<file path="src/rtl/iiitb_aclock_set.sv">
// iiitb_aclock_set: pushbutton front end for setting the time or the alarm
// of a BCD alarm clock. Three raw buttons are synchronized and debounced.
// Their press events drive a small edit FSM that preloads, increments and
// finally loads either the clock time (LD_time) or an internal alarm shadow
// (LD_alarm).
// Optional feature: define AUTOREPEAT_EN to make a held inc button repeat
// every REPEAT_CYCLES cycles while editing. Without the macro, every press
// gives exactly one increment.
module iiitb_aclock_set #(
  parameter int DEB_CYCLES     = 4,
  parameter int TIMEOUT_CYCLES = 600,
  parameter int REPEAT_CYCLES  = 5
) (
  input  logic       clk,
  input  logic       reset,
  input  logic       btn_mode,
  input  logic       btn_inc,
  input  logic       btn_ok,
  input  logic [1:0] H_cur1,
  input  logic [3:0] H_cur0,
  input  logic [3:0] M_cur1,
  input  logic [3:0] M_cur0,
  output logic [1:0] H_in1,
  output logic [3:0] H_in0,
  output logic [3:0] M_in1,
  output logic [3:0] M_in0,
  output logic       LD_time,
  output logic       LD_alarm,
  output logic [1:0] field,
  output logic       target
);

  localparam int DW = $clog2(DEB_CYCLES + 1);
  localparam int TW = $clog2(TIMEOUT_CYCLES + 1);
  localparam logic [DW-1:0] DEB_LAST = DW'(DEB_CYCLES - 1);
  localparam logic [TW-1:0] TO_LAST  = TW'(TIMEOUT_CYCLES - 1);

  // Parameter sanity check at elaboration time.
  if (DEB_CYCLES < 1 || TIMEOUT_CYCLES < 2 || REPEAT_CYCLES < 1) begin : g_bad_params
    $error("iiitb_aclock_set: DEB_CYCLES/REPEAT_CYCLES must be >= 1, TIMEOUT_CYCLES >= 2");
  end

  typedef enum logic [1:0] {S_IDLE, S_EDIT_H, S_EDIT_M, S_COMMIT} state_t;

  // Button index: 0 = mode, 1 = inc, 2 = ok.
  logic [2:0] btn_raw;
  logic [2:0] press;
`ifdef AUTOREPEAT_EN
  logic [2:0] level;
`endif
  assign btn_raw = {btn_ok, btn_inc, btn_mode};

  for (genvar gi = 0; gi < 3; gi++) begin : g_btn
    logic          sync1_q, sync2_q;
    logic          deb_q, deb_d, armed_q, armed_d, press_q, press_d;
    logic [DW-1:0] cnt_q, cnt_d;

    // Debounce. After reset a button is disarmed until a stable low is seen,
    // so a button held through reset never produces a press.
    always_comb begin
      deb_d   = deb_q;
      armed_d = armed_q;
      cnt_d   = '0;
      press_d = 1'b0;
      if (!armed_q) begin
        if (!sync2_q) begin
          if (cnt_q == DEB_LAST) armed_d = 1'b1;
          else                   cnt_d   = cnt_q + 1'b1;
        end
      end else if (sync2_q != deb_q) begin
        if (cnt_q == DEB_LAST) begin
          deb_d   = sync2_q;
          press_d = sync2_q;
        end else begin
          cnt_d = cnt_q + 1'b1;
        end
      end
    end

    // Two-flop synchronizer and debounce state registers.
    always_ff @(posedge clk or negedge reset) begin
      if (!reset) begin
        sync1_q <= 1'b0;
        sync2_q <= 1'b0;
        deb_q   <= 1'b0;
        armed_q <= 1'b0;
        press_q <= 1'b0;
        cnt_q   <= '0;
      end else begin
        sync1_q <= btn_raw[gi];
        sync2_q <= sync1_q;
        deb_q   <= deb_d;
        armed_q <= armed_d;
        press_q <= press_d;
        cnt_q   <= cnt_d;
      end
    end

    assign press[gi] = press_q;
`ifdef AUTOREPEAT_EN
    assign level[gi] = deb_q;
`endif
  end

  state_t        state_q, state_d;
  logic          target_q, target_d;
  logic [1:0]    h1_q, h1_d;
  logic [3:0]    h0_q, h0_d, m1_q, m1_d, m0_q, m0_d;
  logic [1:0]    al_h1_q, al_h1_d;
  logic [3:0]    al_h0_q, al_h0_d, al_m1_q, al_m1_d, al_m0_q, al_m0_d;
  logic [TW-1:0] to_q, to_d;
  logic          rep_evt;
  logic          ok_evt, mode_evt, inc_evt, any_evt;

`ifdef AUTOREPEAT_EN
  localparam int RW = $clog2(REPEAT_CYCLES + 1);
  localparam logic [RW-1:0] REP_LAST = RW'(REPEAT_CYCLES);
  logic [RW-1:0] rep_q, rep_d;

  // Auto-repeat: rep_q counts cycles since the last inc event while inc is
  // held in an edit state; zero means repeat is inactive.
  always_comb begin
    rep_d   = '0;
    rep_evt = 1'b0;
    if ((state_q == S_EDIT_H || state_q == S_EDIT_M) && level[1]) begin
      if (press[1]) begin
        rep_d = RW'(1);
      end else if (rep_q == REP_LAST) begin
        rep_evt = 1'b1;
        rep_d   = RW'(1);
      end else if (rep_q != '0) begin
        rep_d = rep_q + 1'b1;
      end
    end
  end

  // Auto-repeat counter register.
  always_ff @(posedge clk or negedge reset) begin
    if (!reset) rep_q <= '0;
    else        rep_q <= rep_d;
  end
`else
  assign rep_evt = 1'b0;
`endif

  // Same-cycle events resolve ok > mode > inc; only the winner acts.
  assign ok_evt   = press[2];
  assign mode_evt = press[0] & ~press[2];
  assign inc_evt  = (press[1] | rep_evt) & ~press[2] & ~press[0];
  assign any_evt  = (|press) | rep_evt;

  // Edit FSM: next state, edit value, alarm shadow and timeout counter.
  always_comb begin
    state_d  = state_q;
    target_d = target_q;
    h1_d     = h1_q;
    h0_d     = h0_q;
    m1_d     = m1_q;
    m0_d     = m0_q;
    al_h1_d  = al_h1_q;
    al_h0_d  = al_h0_q;
    al_m1_d  = al_m1_q;
    al_m0_d  = al_m0_q;
    to_d     = '0;
    case (state_q)
      S_IDLE: begin
        if (mode_evt) begin
          state_d  = S_EDIT_H;
          target_d = 1'b0;
          h1_d = H_cur1; h0_d = H_cur0; m1_d = M_cur1; m0_d = M_cur0;
        end else if (inc_evt) begin
          state_d  = S_EDIT_H;
          target_d = 1'b1;
          h1_d = al_h1_q; h0_d = al_h0_q; m1_d = al_m1_q; m0_d = al_m0_q;
        end
      end
      S_EDIT_H, S_EDIT_M: begin
        to_d = any_evt ? '0 : to_q + 1'b1;
        if (ok_evt) begin
          state_d = S_COMMIT;
        end else if (mode_evt) begin
          state_d = (state_q == S_EDIT_H) ? S_EDIT_M : S_EDIT_H;
        end else if (inc_evt) begin
          if (state_q == S_EDIT_H) begin
            if (h1_q == 2'd2 && h0_q == 4'd3) begin
              h1_d = 2'd0; h0_d = 4'd0;
            end else if (h0_q == 4'd9) begin
              h1_d = h1_q + 2'd1; h0_d = 4'd0;
            end else begin
              h0_d = h0_q + 4'd1;
            end
          end else begin
            // Minutes wrap 59 -> 00 without touching the hours.
            if (m0_q == 4'd9) begin
              m0_d = 4'd0;
              m1_d = (m1_q == 4'd5) ? 4'd0 : m1_q + 4'd1;
            end else begin
              m0_d = m0_q + 4'd1;
            end
          end
        end else if (to_q == TO_LAST) begin
          state_d = S_IDLE;
          to_d    = '0;
        end
      end
      S_COMMIT: begin
        state_d = S_IDLE;
        if (target_q) begin
          al_h1_d = h1_q; al_h0_d = h0_q; al_m1_d = m1_q; al_m0_d = m0_q;
        end
      end
      default: state_d = S_IDLE;
    endcase
  end

  // FSM, edit value, alarm shadow and timeout registers.
  always_ff @(posedge clk or negedge reset) begin
    if (!reset) begin
      state_q  <= S_IDLE;
      target_q <= 1'b0;
      h1_q     <= '0;
      h0_q     <= '0;
      m1_q     <= '0;
      m0_q     <= '0;
      al_h1_q  <= '0;
      al_h0_q  <= '0;
      al_m1_q  <= '0;
      al_m0_q  <= '0;
      to_q     <= '0;
    end else begin
      state_q  <= state_d;
      target_q <= target_d;
      h1_q     <= h1_d;
      h0_q     <= h0_d;
      m1_q     <= m1_d;
      m0_q     <= m0_d;
      al_h1_q  <= al_h1_d;
      al_h0_q  <= al_h0_d;
      al_m1_q  <= al_m1_d;
      al_m0_q  <= al_m0_d;
      to_q     <= to_d;
    end
  end

  // Strobes come straight from the COMMIT state so they cannot overlap.
  always_comb begin
    LD_time  = (state_q == S_COMMIT) && !target_q;
    LD_alarm = (state_q == S_COMMIT) && target_q;
    case (state_q)
      S_EDIT_H: field = 2'b01;
      S_EDIT_M: field = 2'b10;
      default:  field = 2'b00;
    endcase
  end

  assign target = target_q;
  assign H_in1  = h1_q;
  assign H_in0  = h0_q;
  assign M_in1  = m1_q;
  assign M_in0  = m0_q;

endmodule
</file>
<file path="config.mk">
export PLATFORM = sky130hd
export DESIGN_NAME = iiitb_aclock_set
export DESIGN_NICKNAME = d
export VERILOG_FILES = /design/src/rtl/iiitb_aclock_set.sv
export SDC_FILE = /design/constraint.sdc
export NUM_CORES = 1
export LEC_CHECK = 0
export ABC_AREA = 1
export ABC_CLOCK_PERIOD_IN_PS = 4600
export CAP_MARGIN = 20
export CORE_ASPECT_RATIO = 1.2
export CORE_MARGIN = 3
export CORE_UTILIZATION = 35
export CTS_BUF_LIST = sky130_fd_sc_hd__clkbuf_2 sky130_fd_sc_hd__clkbuf_4 sky130_fd_sc_hd__clkbuf_8
export DETAILED_ROUTE_END_ITERATION = 10
export DONT_BUFFER_PORTS = 1
export PLACE_DENSITY_LB_ADDON = 0.08
export REMOVE_ABC_BUFFERS = 1
export SLEW_MARGIN = 0
export SYNTH_ARGS = -nofsm -noshare
export SYNTH_HDL_FRONTEND = slang
export SYNTH_SLANG_ARGS = --single-unit
export TNS_END_PERCENT = 100
</file>
<file path="constraint.sdc">
create_clock -name clk -period 4.6 [get_ports clk]
set_input_delay 1.15 -clock clk [delete_from_list [all_inputs] [get_ports clk]]
set_output_delay 1.15 -clock clk [all_outputs]
set_load 0.05 [all_outputs]
</file>
### Yosys cells after proc, flatten, opt, wreduce, memory -nomap -nowiden

Index checks and enable logic that the tools add are counted.

| storage, ports and cells | value |
|---|---|
| flip-flop bits (word level) | 65 |
| input port bits | 19 |
| output and inout port bits | 19 |
| logic and storage cells | 168 |

| cells by class | value |
|---|---|
| add/sub/neg operators | 8 |
| eq/ne operators | 25 |
| mux-type cells | 82 |
| bitwise operators | 5 |
| reduce and logical (&&, ||, !) cells | 19 |

Operators by type and width:

| cell | count |
|---|---|
| two-way mux 4 bit | 23 |
| two-way mux 10 bit | 6 |
| two-way mux 3 bit | 12 |
| two-way mux 2 bit | 15 |
| one-hot mux 4 bit (2 select lines) | 3 |
| two-way mux 1 bit | 20 |
| AND reduction 7 bit | 2 |
| adder 4 x 1 -> 4 bit, second input constant | 3 |
| != test 2 bit, second input constant | 6 |
| AND reduction 3 bit | 4 |
| AND reduction 6 bit | 2 |
| adder 10 x 1 -> 10 bit, second input constant | 1 |
| == test 10 bit, second input constant | 1 |
| adder 3 x 1 -> 3 bit, second input constant | 3 |
| == test 3 x 2 -> 1 bit, second input constant | 3 |
| == test 4 bit, second input constant | 2 |
| != test 4 bit, second input constant | 2 |
| one-hot mux 2 bit (2 select lines) | 2 |
| == test 2 bit, second input constant | 3 |
| != test 3 bit, second input constant | 2 |
| one-hot mux 2 bit (3 select lines) | 1 |
| == test 4 x 2 -> 1 bit, second input constant | 1 |
| == test 4 x 3 -> 1 bit, second input constant | 1 |
| AND reduction 2 bit | 2 |
| other kinds (11) | 19 |

### Longest topological paths before layout

| logic depth | value |
|---|---|
| word-level depth | 8 |
| depth in mapped cells | 10 |
| mapped depth without buffers | 10 |

### Worst setup path before layout

Ideal clock, no wire load.

| path | value |
|---|---|
| path kind | reg-to-output |
| start point | reg target_q (netlist: target) |
| end point | out LD_time |
| arrival time | 1.299 ns |
| required time | 3.450 ns |
| slack | 2.151 ns |
| stages on the path, launching flop included | 2 |
| path buffers | 0 |
| cell sequence | dfrtp_1 nor2_1 |

| on the way | value |
|---|---|
| cells in the longest elaborated chain, start to end | 2 |

RTL lines:

| what | line | text |
|---|---|---|
| start, declared | 106 | `logic target_q, target_d;` |
| start signal, assigned | 232 | `target_q <= target_d;` |
| logical NOT 1 bit | 247 | `LD_time = (state_q == S_COMMIT) && !target_q;` |
| logical AND 1 bit | 247 |  |
| end, declared | 27 | `output logic LD_time,` |

No other way between the ends.

### Worst setup path after layout

| path | value |
|---|---|
| start point | reg target_q (netlist: target) |
| end point | out LD_alarm |

| on the way | value |
|---|---|
| cells in the longest elaborated chain, start to end | 1 |

RTL lines:

| what | line | text |
|---|---|---|
| logical AND 1 bit | 248 | `LD_alarm = (state_q == S_COMMIT) && target_q;` |
| end, declared | 28 | `output logic LD_alarm,` |

No other way between the ends.

==> key figures <==
Run status
  • Run status: finished, final reports clean

Worst hold path
  • Hold_sp: g_btn[2].sync1_q
  • Hold-critical path endpoint: g_btn[2].sync2_q
  • Worst Hold Class: reg2reg
  • Hold Path Cell Cnt: 0

Worst setup path
  • CP delay by family, top: flip-flops
  • Reg2reg start: state_q[0]
  • Max FO, Critical Path: 23
  • Sequence of cells on the critical path: nand2_1 -> buf_4 -> inv_1
  • Type of origin of the critical path: register
  • Slowest stage delay, CP: 0.68 ns
  • Crit path capture type: output port
  • R2r setup slk: 2.58 ns
  • WS Path Type: reg2out
  • Crit path arrival time: about 1.8 ns
  • Critical Path RT: 3.45 ns
  • Worst Reg-to-Reg Cells: 9
  • Slowest CP cell: dfrtp_1
  • CP bufs+invs: 2
  • Reg-to-reg critical path endpoint: M_in1[2]

Clocking
  • Worst-Skew Late Latency: 0.35 ns
  • Hold Buf Count CTS: 0
  • TritonCTS Buffers: 9
  • CTS Buffer Depth: 2
  • Postcts setup bufs: 0
  • # H-tree levels: 3
  • Clock transition at path regs: approximately 0.070 ns
  • Root Driver: clkbuf_8
  • CTS Sinks: 65
  • CTS tree: done
  • CTS resizes: 0

Drt
  • Vias per cell: 4.730
  • Post-DRT Antenna Nets: 0
  • Drt pass-1 iters: 4
  • Detailed-route DRC error count: 0
  • Vias: 2720
  • WL per Instance: roughly 13 µm
  • WL final: around 7500 µm
  • Iter 0 DRT Violations: about 110

Placement
  • # port buffers: 0
  • Post-Place Cells: ~560
  • HPWL after DPL: 5236 µm
  • Placer Congestion: 0.7322
  • Area after DPL: 3535 µm²

Timing
  • Tmin final: approximately 2.9 ns
  • Fmax: ~340 MHz
  • Skew final: roughly 0.012 ns
  • Count of final setup violators: 0
  • Slew @ Worst Pin: 0.8890 ns
  • Unrepaired setup endpoints after global routing: false
  • Final period util: 63.85%
  • Max-slew headroom: 40.51%
  • Final Max Slew Viols: 0
  • Setup TNS: 0 ns
  • Worst Hold Margin: 0.3495 ns
  • Hold Violations, Final: 0

Layout
  • Design area: 3800 µm²
  • Antenna diode count: 0
  • Post-layout nets: 479
  • Multi-input logic area: between 1500 and 2000 µm²
  • Filler cells: 980
  • Share of post-route cells with drive strength above 1: 8.791%
  • Reg area: 1627 µm²
  • Finished Layout Cells: 575
  • Synthesis-to-layout area growth: 10.76%

Synth
  • Share of the synthesized area in the top cell type: around 47%
  • Leading cell types by count after synthesis: 132 x nand2_1, 65 x dfrtp_1, 56 x inv_1
  • Avg Cell Area, Syn: 7.710 µm²
  • Post-synth EDFFs: 0
  • Synth Register Bits: 65
  • Area leader, netlist: dfrtp_1
  • Synth Warn #: 0
  • Post-synthesis sequential area ratio: 47.41%
  • Distinct cell type count after synthesis: 30
  • Asr flop ratio synth: 100.0%
  • Main synth FF type: dfrtp_1
  • Most instantiated library cell after synthesis: nand2_1
  • Syn Std Cell Area: approximately 3400 µm²
  • Synth top area cells: dfrtp_1 47%, nand2_1 14%, o21ai_0 6.6%
  • Synthesized instance count: 445

Floorplan
  • Die Span Y: 114.5 µm
  • FP Rows: 38
  • Die ar.: 11030 µm²
  • # IOs: 38
  • Die X: 96.38 µm
  • Core area: between 9000 and 10000 µm²
  • Initial core utilization: 36.82%

Global route
  • Global-route wire length before repair: 12660 µm
  • Vias in the first global route: approximately 2700
  • Grt ovf: 0
  • Total GRT Usage: between 10% and 20%
  • Largest net degree at the start of global routing: 66
  • Initial antenna violation count: 0

Pwr
  • P_leak: a little under 2 nW
  • Pwr Total: about 2.4 mW
  • Peak VDD IR: 0.2320 mV
  • Power Density: 634.2 nW/µm²

Flow run
  • MaxCap Viol Count: 0
-- per-layer routing --
layer  GRT usage [%]  up-vias  routed length, µm
li1                -     1425                  -
met1           18.50     1252               3450
met2           24.83       32               3570
met3           3.222       11                313
met4           6.735        0                159
met5               0        -                  0
-- cell usage in the layout (no fill, tap or decap), types with 4 or more instances in the layout --
cell / instances
a21oi_1: 10
bufinv_16: 4
clkbuf_8: 9
dfrtp_1: 65
ha_1: 10
inv_1: 56
nand2_1: 132
nand2_2: 6
nand3_1: 30
nand4_1: 8
nor2_1: 40
nor2_4: 4
nor3_1: 9
o21ai_0: 45
-- cell families after synthesis --
family / share of synthesized area (%)
adders and majority gates: 3.647
buffers and inverters: 8.242
DFF: 47.41
xor gates and xnor gates: 1.021
and+or+nand+nor: 30.12
AOI/OAI and AO/OA: 9.556
-- stage by stage --
| step | setup slack (ns) | util, % |
|---|---|---|
| 2_1_floorplan | 1.914 | - |
| 3_5_place_dp | 2.027 | 37.93 |
| 5_1_grt | 1.569 | 40.78 |
| 4_1_cts | 1.631 | 40.78 |
| 6_report | 1.663 | 40.78 |
| 3_3_place_gp | 2.031 | 37.93 |
-- worst register-to-register path: stages, from the launching register on --
cell	delay, ns
dfrtp_1	0.39
inv_1	0.08
ha_1	0.33
buf_4	0.25
inv_2	0.27
o21ai_1	0.16
nor2_2	0.20
nand2_2	0.11
nand2_1	0.07
nand2_1	0.06
-- where the power goes --
part	internal, mW	switching [mW]	leakage [nW]
Combinational	0.238	0.504	0.942
Clock	0.416	0.235	0.130
Sequential	0.690	0.326	0.858
-- area by class of cell --
class	instances	area share [%]
Sequential cell	65	42.81
Tap cell	120	3.951
Timing Repair Buffer	2	0.3951
Clock buffer	9	3.260
Clock inverter	7	3.721
Multi-Input combinational cell	313	40.04
Inverter	59	5.828
-- worst max-delay path by stage --
stage | cells past startpoint | end | from | slack (ns)
after floorplan | 2 | LD_alarm | target | 1.91
after global placement | 3 | LD_alarm | target | 2.03
after detailed placement | 3 | LD_alarm | target | 2.03
after CTS | 3 | LD_alarm | target | 1.63
after global routing | 3 | LD_alarm | target | 1.57
final | 3 | LD_alarm | target | 1.66
-- registers in the layout, indices dropped and copies added (netlist names), 4 cells and up --
name	flops
to_q	10
g_btn.cnt_q	9
H_in0	4
M_in0	4
M_in1	4
al_h0_q	4
al_m0_q	4
al_m1_q	4
No activity file was read; power rests on OpenSTA's default activity.
